### config.mk
export PLATFORM = sky130hd
export DESIGN_NAME = branch_target_predictor
export DESIGN_NICKNAME = d
export VERILOG_FILES = /design/src/rtl/branch_target_predictor.sv
export SDC_FILE = /design/constraint.sdc
export NUM_CORES = 2
export LEC_CHECK = 0
export ABC_AREA = 0
export CAP_MARGIN = 20
export CORE_MARGIN = 3
export CORE_UTILIZATION = 62
export DETAILED_ROUTE_END_ITERATION = 12
export HOLD_SLACK_MARGIN = 0.02
export PLACE_DENSITY = 0.84
export SYNTH_ARGS = -nofsm -noshare
export SYNTH_HDL_FRONTEND = slang
export SYNTH_SLANG_ARGS = --single-unit
### constraint.sdc
create_clock -name clk -period 36.8 [get_ports clk]
set_clock_uncertainty 0.15 [all_clocks]
set_input_delay 5.52 -clock clk [delete_from_list [all_inputs] [get_ports clk]]
set_output_delay 5.52 -clock clk [all_outputs]
set_load 0.05 [all_outputs]
### src/rtl/branch_target_predictor.sv
`default_nettype none
// +--------------------------------------------------------------------------+
// | Module      : branch_target_predictor                                    |
// | Description : Direct-mapped branch target buffer with 2-bit saturating   |
// |               direction counters, combinational IF-stage lookup, EX-stage|
// |               update with mispredict flag, and saturating statistics.    |
// | Revision    : 1.0 - initial release                                      |
// +--------------------------------------------------------------------------+
module branch_target_predictor #(
  parameter int         XLEN     = 32,
  parameter int         ENTRIES  = 16,
  parameter logic [1:0] CNT_INIT = 2'b01,
  parameter int         STAT_W   = 16
) (
  input  logic              clk,
  input  logic              reset,
  input  logic [XLEN-1:0]   lk_pc,
  output logic              lk_hit,
  output logic              lk_taken,
  output logic [XLEN-1:0]   lk_target,
  input  logic              upd_valid,
  input  logic [XLEN-1:0]   upd_pc,
  input  logic              upd_taken,
  input  logic [XLEN-1:0]   upd_target,
  input  logic              upd_pred_taken,
  input  logic [XLEN-1:0]   upd_pred_target,
  output logic              mispredict,
  input  logic              clear,
  output logic [STAT_W-1:0] stat_branches,
  output logic [STAT_W-1:0] stat_mispred
);

  localparam int IDX_W = $clog2(ENTRIES);
  localparam int TAG_W = XLEN - IDX_W - 2;
  localparam logic [XLEN-1:0] c_pc_step = XLEN'(4);

  logic              r_valid  [ENTRIES];
  logic [TAG_W-1:0]  r_tag    [ENTRIES];
  logic [XLEN-1:0]   r_target [ENTRIES];
  logic [1:0]        r_cnt    [ENTRIES];

  logic [STAT_W-1:0] r_stat_branches;
  logic [STAT_W-1:0] r_stat_mispred;

  logic [IDX_W-1:0]  w_lk_idx;
  logic [TAG_W-1:0]  w_lk_tag;
  logic              w_lk_hit;
  logic              w_lk_taken;
  logic [IDX_W-1:0]  w_upd_idx;
  logic [TAG_W-1:0]  w_upd_tag;
  logic              w_upd_hit;
  logic              w_mispredict;

  assign w_lk_idx  = lk_pc[IDX_W+1:2];
  assign w_lk_tag  = lk_pc[XLEN-1:IDX_W+2];
  assign w_upd_idx = upd_pc[IDX_W+1:2];
  assign w_upd_tag = upd_pc[XLEN-1:IDX_W+2];

  // Lookup: read the indexed entry; outputs are forced to "not taken, pc+4" while in reset
  always_comb begin
    w_lk_hit   = r_valid[w_lk_idx] && (r_tag[w_lk_idx] == w_lk_tag);
    w_lk_taken = w_lk_hit && r_cnt[w_lk_idx][1];
    lk_hit     = w_lk_hit && !reset;
    lk_taken   = w_lk_taken && !reset;
    lk_target  = lk_taken ? r_target[w_lk_idx] : (lk_pc + c_pc_step);
  end

  // Resolution check: wrong direction, or right direction taken to the wrong target
  always_comb begin
    w_upd_hit    = r_valid[w_upd_idx] && (r_tag[w_upd_idx] == w_upd_tag);
    w_mispredict = upd_valid &&
                   ((upd_taken != upd_pred_taken) ||
                    (upd_taken && (upd_target != upd_pred_target)));
    mispredict   = w_mispredict && !reset;
  end

  generate
    for (genvar gi = 0; gi < ENTRIES; gi++) begin : g_entry
      localparam logic [IDX_W-1:0] c_idx = IDX_W'(gi);

      // Per-entry storage: clear wins over update; hits train the counter, taken misses allocate
      always_ff @(posedge clk or posedge reset) begin
        if (reset) begin
          r_valid[gi]  <= 1'b0;
          r_tag[gi]    <= '0;
          r_target[gi] <= '0;
          r_cnt[gi]    <= CNT_INIT;
        end else if (clear) begin
          r_valid[gi] <= 1'b0;
          r_cnt[gi]   <= CNT_INIT;
        end else if (upd_valid && (w_upd_idx == c_idx)) begin
          if (w_upd_hit) begin
            if (upd_taken) begin
              r_target[gi] <= upd_target;
              if (r_cnt[gi] != 2'b11) r_cnt[gi] <= r_cnt[gi] + 2'b01;
            end else begin
              if (r_cnt[gi] != 2'b00) r_cnt[gi] <= r_cnt[gi] - 2'b01;
            end
          end else if (upd_taken) begin
            r_valid[gi]  <= 1'b1;
            r_tag[gi]    <= w_upd_tag;
            r_target[gi] <= upd_target;
            r_cnt[gi]    <= 2'b10;
          end
        end
      end
    end
  endgenerate

  // Statistics: count every resolved branch and every flush, holding at all-ones
  always_ff @(posedge clk or posedge reset) begin
    if (reset) begin
      r_stat_branches <= '0;
      r_stat_mispred  <= '0;
    end else begin
      if (upd_valid && !(&r_stat_branches))
        r_stat_branches <= r_stat_branches + 1'b1;
      if (w_mispredict && !(&r_stat_mispred))
        r_stat_mispred <= r_stat_mispred + 1'b1;
    end
  end

  assign stat_branches = r_stat_branches;
  assign stat_mispred  = r_stat_mispred;

endmodule
`default_nettype wire

# Yosys cells after proc, flatten, opt, wreduce, memory -nomap -nowiden
# Index checks and enable logic that the tools add are counted.
[word_totals]
word_cells = 456
ff_bits = 1008
[classes]
bitwise = 4
mux = 150
eq_ne = 52
addsub = 35
n_reduce_logical = 147
order_cmp = 2
[ops]
columns = ["op", "n"]
rows = [
  ["binary-select mux 26 bit (select 4 bit)", 2],
  ["2-to-1 mux 2 bit", 99],
  ["binary-select mux 32 bit (select 4 bit)", 1],
  ["AND reduction 4 bit", 32],
  ["2-to-1 mux 26 bit", 4],
  ["2-to-1 mux 32 bit", 3],
  ["AND reduction 3 bit", 32],
  ["nonzero test 2 bit", 33],
  ["!= test 4 x 3 -> 1 bit, second input constant", 16],
  ["== test 26 bit", 2],
  ["nonzero test 3 bit", 17],
  ["2-to-1 mux 1 bit", 38],
  ["!= test 2 bit, second input constant", 17],
  ["adder 16 x 1 -> 16 bit, second input constant", 2],
  ["adder 2 x 1 -> 2 bit, second input constant", 16],
  ["adder 32 x 3 -> 32 bit, second input constant", 1],
  ["== test 4 bit, second input constant", 8],
  ["!= test 32 bit", 1],
  ["AND reduction 16 bit", 2],
  ["subtractor 2 x 1 -> 2 bit, second input constant", 16],
  ["logical AND 1 bit", 26],
  ["== test 4 x 3 -> 1 bit, second input constant", 4],
  [">= comparator 5 bit, second input constant", 2],
  ["inverter 4 -> 5 bit", 2],
  ["9 further kinds", 14],
]

# Logic depth before layout (Yosys ltp)
[depth]
word_depth = 9
mapped_depth = 16
mapped_depth_nobuf = 9

# Worst setup path before layout
# No wires, ideal clock.
[synth_path]
path_kind = "in2out"
start = "input port reset"
end = "output port lk_taken"
path_buffers = 0
required_time_ps = 31130
setup_slack_ps = 2743
arrival_ps = 28387
cell_stages = 5
cell_sequence = "inv_1 nand2_1 nor4b_1 nand4_1 nor3_1"
[synth_via]
elab_chain_cells = 2
[synth_lines]
columns = ["element", "line_no", "text"]
rows = [
  ["start: declaration", "16", "input logic reset,"],
  ["zero test 1 bit (no source line)", "n/a", ""],
  ["logical AND 1 bit", "64", "lk_taken = w_lk_taken && !reset;"],
  ["end: declaration", "19", "output logic lk_taken,"],
]
# No other way between the ends.

# Worst setup path in the final report
[layout_path]
start = "input port lk_pc[2]"
end = "output port lk_taken"
[layout_via]
elab_chain_cells = 8
elab_cells_between_ends = 14
[layout_lines]
columns = ["element", "line_no", "text"]
rows = [
  ["start: declaration", "17", "input logic [XLEN-1:0] lk_pc,"],
  ["inverter 4 -> 5 bit (not written as such) *", "61, 62", ""],
  ["binary-select mux 26 bit (select 4 bit)", "61", "w_lk_hit = r_valid[w_lk_idx] && (r_tag[w_lk_idx] == w_lk_tag);"],
  ["2-to-1 mux 26 bit (not written as such) (2 in series)", "61", ""],
  ["== test 26 bit", "61", ""],
  ["logical AND 1 bit", "61", ""],
  ["logical AND 1 bit *", "62", "w_lk_taken = w_lk_hit && r_cnt[w_lk_idx][1];"],
  ["logical AND 1 bit *", "64", ""],
]
# Every way passes the cells marked *; elsewhere a longest branch is shown, timed or not. The select of a mux whose other input is x is not followed.

==> flow_summary.ini <==
[cts]
cts-buffers-inserted = 104
postCtsSetupRepairBufs = 0
post_cts_resized = 0
root_buffer = clkbuf_16
cts_tree = done
clk_latency_ps = 690
clk_pin_slew_worst_paths_ps = 60
cts.sinks = 1008
hold_buffers = 0
htreeDepth = 3
cts_max_path_buffers = 3

[setup_path]
reg2reg_slack_ps = 31930
crit_type = input port to primary output
worstSetupStartpointType = input port
cp-end-kind = primary output
critPathMaxFanout = 36
cp.required_ps = 31130
cp.arrival_ps = 10890

[synth]
synth_edf_count = 0
ys_warn_count = 0
yosysUniqueCellTypes = 79
postSynthAreaPerCell_um2 = 14.5
synth_area_um2 = 52800
ys_seq_area_share_pct = 47.8
synth_common_cells = dfrtp_1, mux2_2, mux4_2
synth_nets = 3772
async_flop_share_pct = 100
yosysTopAreaCell = dfrtp_1
yosys-top-cells-area = dfrtp_1, mux2_2, mux4_2, mux2i_1, xnor2_1
synth_most_common_cell = dfrtp_1
synth-main-ff-cell = dfrtp_1
synth_top_area_share_pct = 47.0
postSynthCellCount = 3635
ys_ff_latch = 1008

[die]
die_w_um = 298
std_cell_rows = 106
die-area_um2 = 88800
die_y_um = 298
start_util_pct = 62.8
pin_count = 201
core_um2 = 84100

[drt]
routedWlPerCell_um = 29.9
dr_total_vias = 34337
drtAntennaViolNets = 0
drt_iter0_markers = 3821
dr.pass1.iters = 7
vias_per_cell = 7.00
drt_wl_total_um = 147000
drc = 0

[global_route]
antenna_found_initial = 11
grt_pass1_wl_um = 222000
first_global_vias = 35236
grtUsageTotal_pct = 33.0
grt_max_degree = 182
overflow = 0

[placed_design]
dp_cells = 4699
hpwl_um = 87200
gp_congestion = 0.906
io_buffers = 198

[timing]
timing.final.crit_share_pct = 45.0
fin_crit_ps = 16560
rsz0062_at_grt = no
worst_pin_slew_ps = 1120
fin_tns_setup_ps = 0
slew_headroom_pct = 25.5
hold_viol = 0
setup-violations-final = 0
fmax_mhz = 60.4
slew_viol_final = 0

[final_layout]
area_growth_pct = 11.8
nets = 3811
finalNonFillerCells = 4904
fillers = 5372
drive_gt1_share_pct = 44.4

[power_and_ir_drop]
power.leakage_uw = 0.0263
irDropWorstVdd_mv = 0.0447
powerDensity_nw_per_um2 = 50.8

[worst_hold_path]
holdCritPathClass = register to register

[job]
cap_violations = 0

[outcome]
status = complete, no violations
[final cells by class]
class | count | area, um2 | share of cell area (%)
multi-input combinational | 2238 | 25900 | 43.8
sequential | 1008 | 25200 | 42.7
clock buffer | 149 | 3040 | 5.15
timing repair buffer | 271 | 2630 | 4.45
tap | 1134 | 1420 | 2.40
clock inverter | 43 | 621 | 1.05
inverter | 51 | 201 | 0.341
antenna | 10 | 25.0 | 0.0424
[through the flow]
| step | hold slack, ps | utilization (%) | area, um2 | setup slack [ps] | total power (uW) |
|---|---|---|---|---|---|
| floorplan | 324 | - | 52800 | 2740 | 1730 |
| global placement | 323 | 65.8 | 55300 | 20380 | 1860 |
| detailed placement | 330 | 65.8 | 55300 | 20330 | 1890 |
| CTS | 339 | 70.1 | 59000 | 20310 | 3000 |
| global route | 357 | 70.2 | 59100 | 19970 | 3110 |
| finish | 340 | 70.3 | 59100 | 20240 | 3000 |
[flip-flops by register name, summed over array words and instances, names as in the netlist]
| name | flops |
|---|---|
| r_cnt | 32 |
| r_tag | 416 |
| r_target | 512 |
| r_valid | 16 |
| stat_branches | 16 |
| stat_mispred | 16 |
[power breakdown]
part           switching (uW)  total [uW]  internal (uW)  leakage (uW)
logic                     251         529            278        0.0111
registers                 100        1360           1260        0.0133
clock network             468        1120            651       0.00180
total                     819        3000           2180        0.0263
[path summary, 6_finish.rpt]
check                              endpoint  cells past startpoint        startpoint
max in group asynchronous     r_target[230]                      8             reset
min reg2reg                stat_mispred[10]                      1  stat_mispred[10]
max                                lk_taken                     12          lk_pc[2]
min                        stat_mispred[10]                      1  stat_mispred[10]
min in group asynchronous   stat_mispred[5]                      2             reset
max reg2reg                       r_tag[97]                     10        r_tag[137]
[cells by family after synthesis]
family,Yosys count,share of synthesized area [%]
xor+xnor,149,2.47
mux,1456,38.7
simple gates,377,3.84
flops,1008,47.8
buf+inv,389,3.59
fa+ha+maj,3,0.0710
compound gates,253,3.55
[cell usage in the layout (no fill, tap or decap), types with 30 or more instances in the layout]
cell,count
dfrtp_1,992
mux2_2,986
nor3_1,33
mux4_2,368
a21oi_1,30
mux2i_1,100
xnor2_1,86
inv_1,47
nand2b_1,32
clkbuf_16,104
nand2_1,66
clkdlybuf4s50_1,190
buf_4,67
a31oi_1,43
nand3_1,36
nor2_1,54
xor2_1,63
[routing by layer]
layer,vias to the layer above,track usage (%),share of wire [%]
li1,13916,-,-
met1,18204,45.2,39
met2,1817,51.3,47
met3,396,7.73,9.6
met4,4,14.2,4.7
met5,-,0,0.016
[worst max-delay path, cell delays in order]
cell,delay [ps]
buf_8,320
buf_4,670
buf_4,720
mux4_2,590
mux2i_1,210
mux2i_1,150
xor2_1,240
or3_1,400
nor3_1,170
nand4_1,180
nor3_1,690
clkdlybuf4s50_1,940
Note: power is estimated with default switching activity, not from simulation.
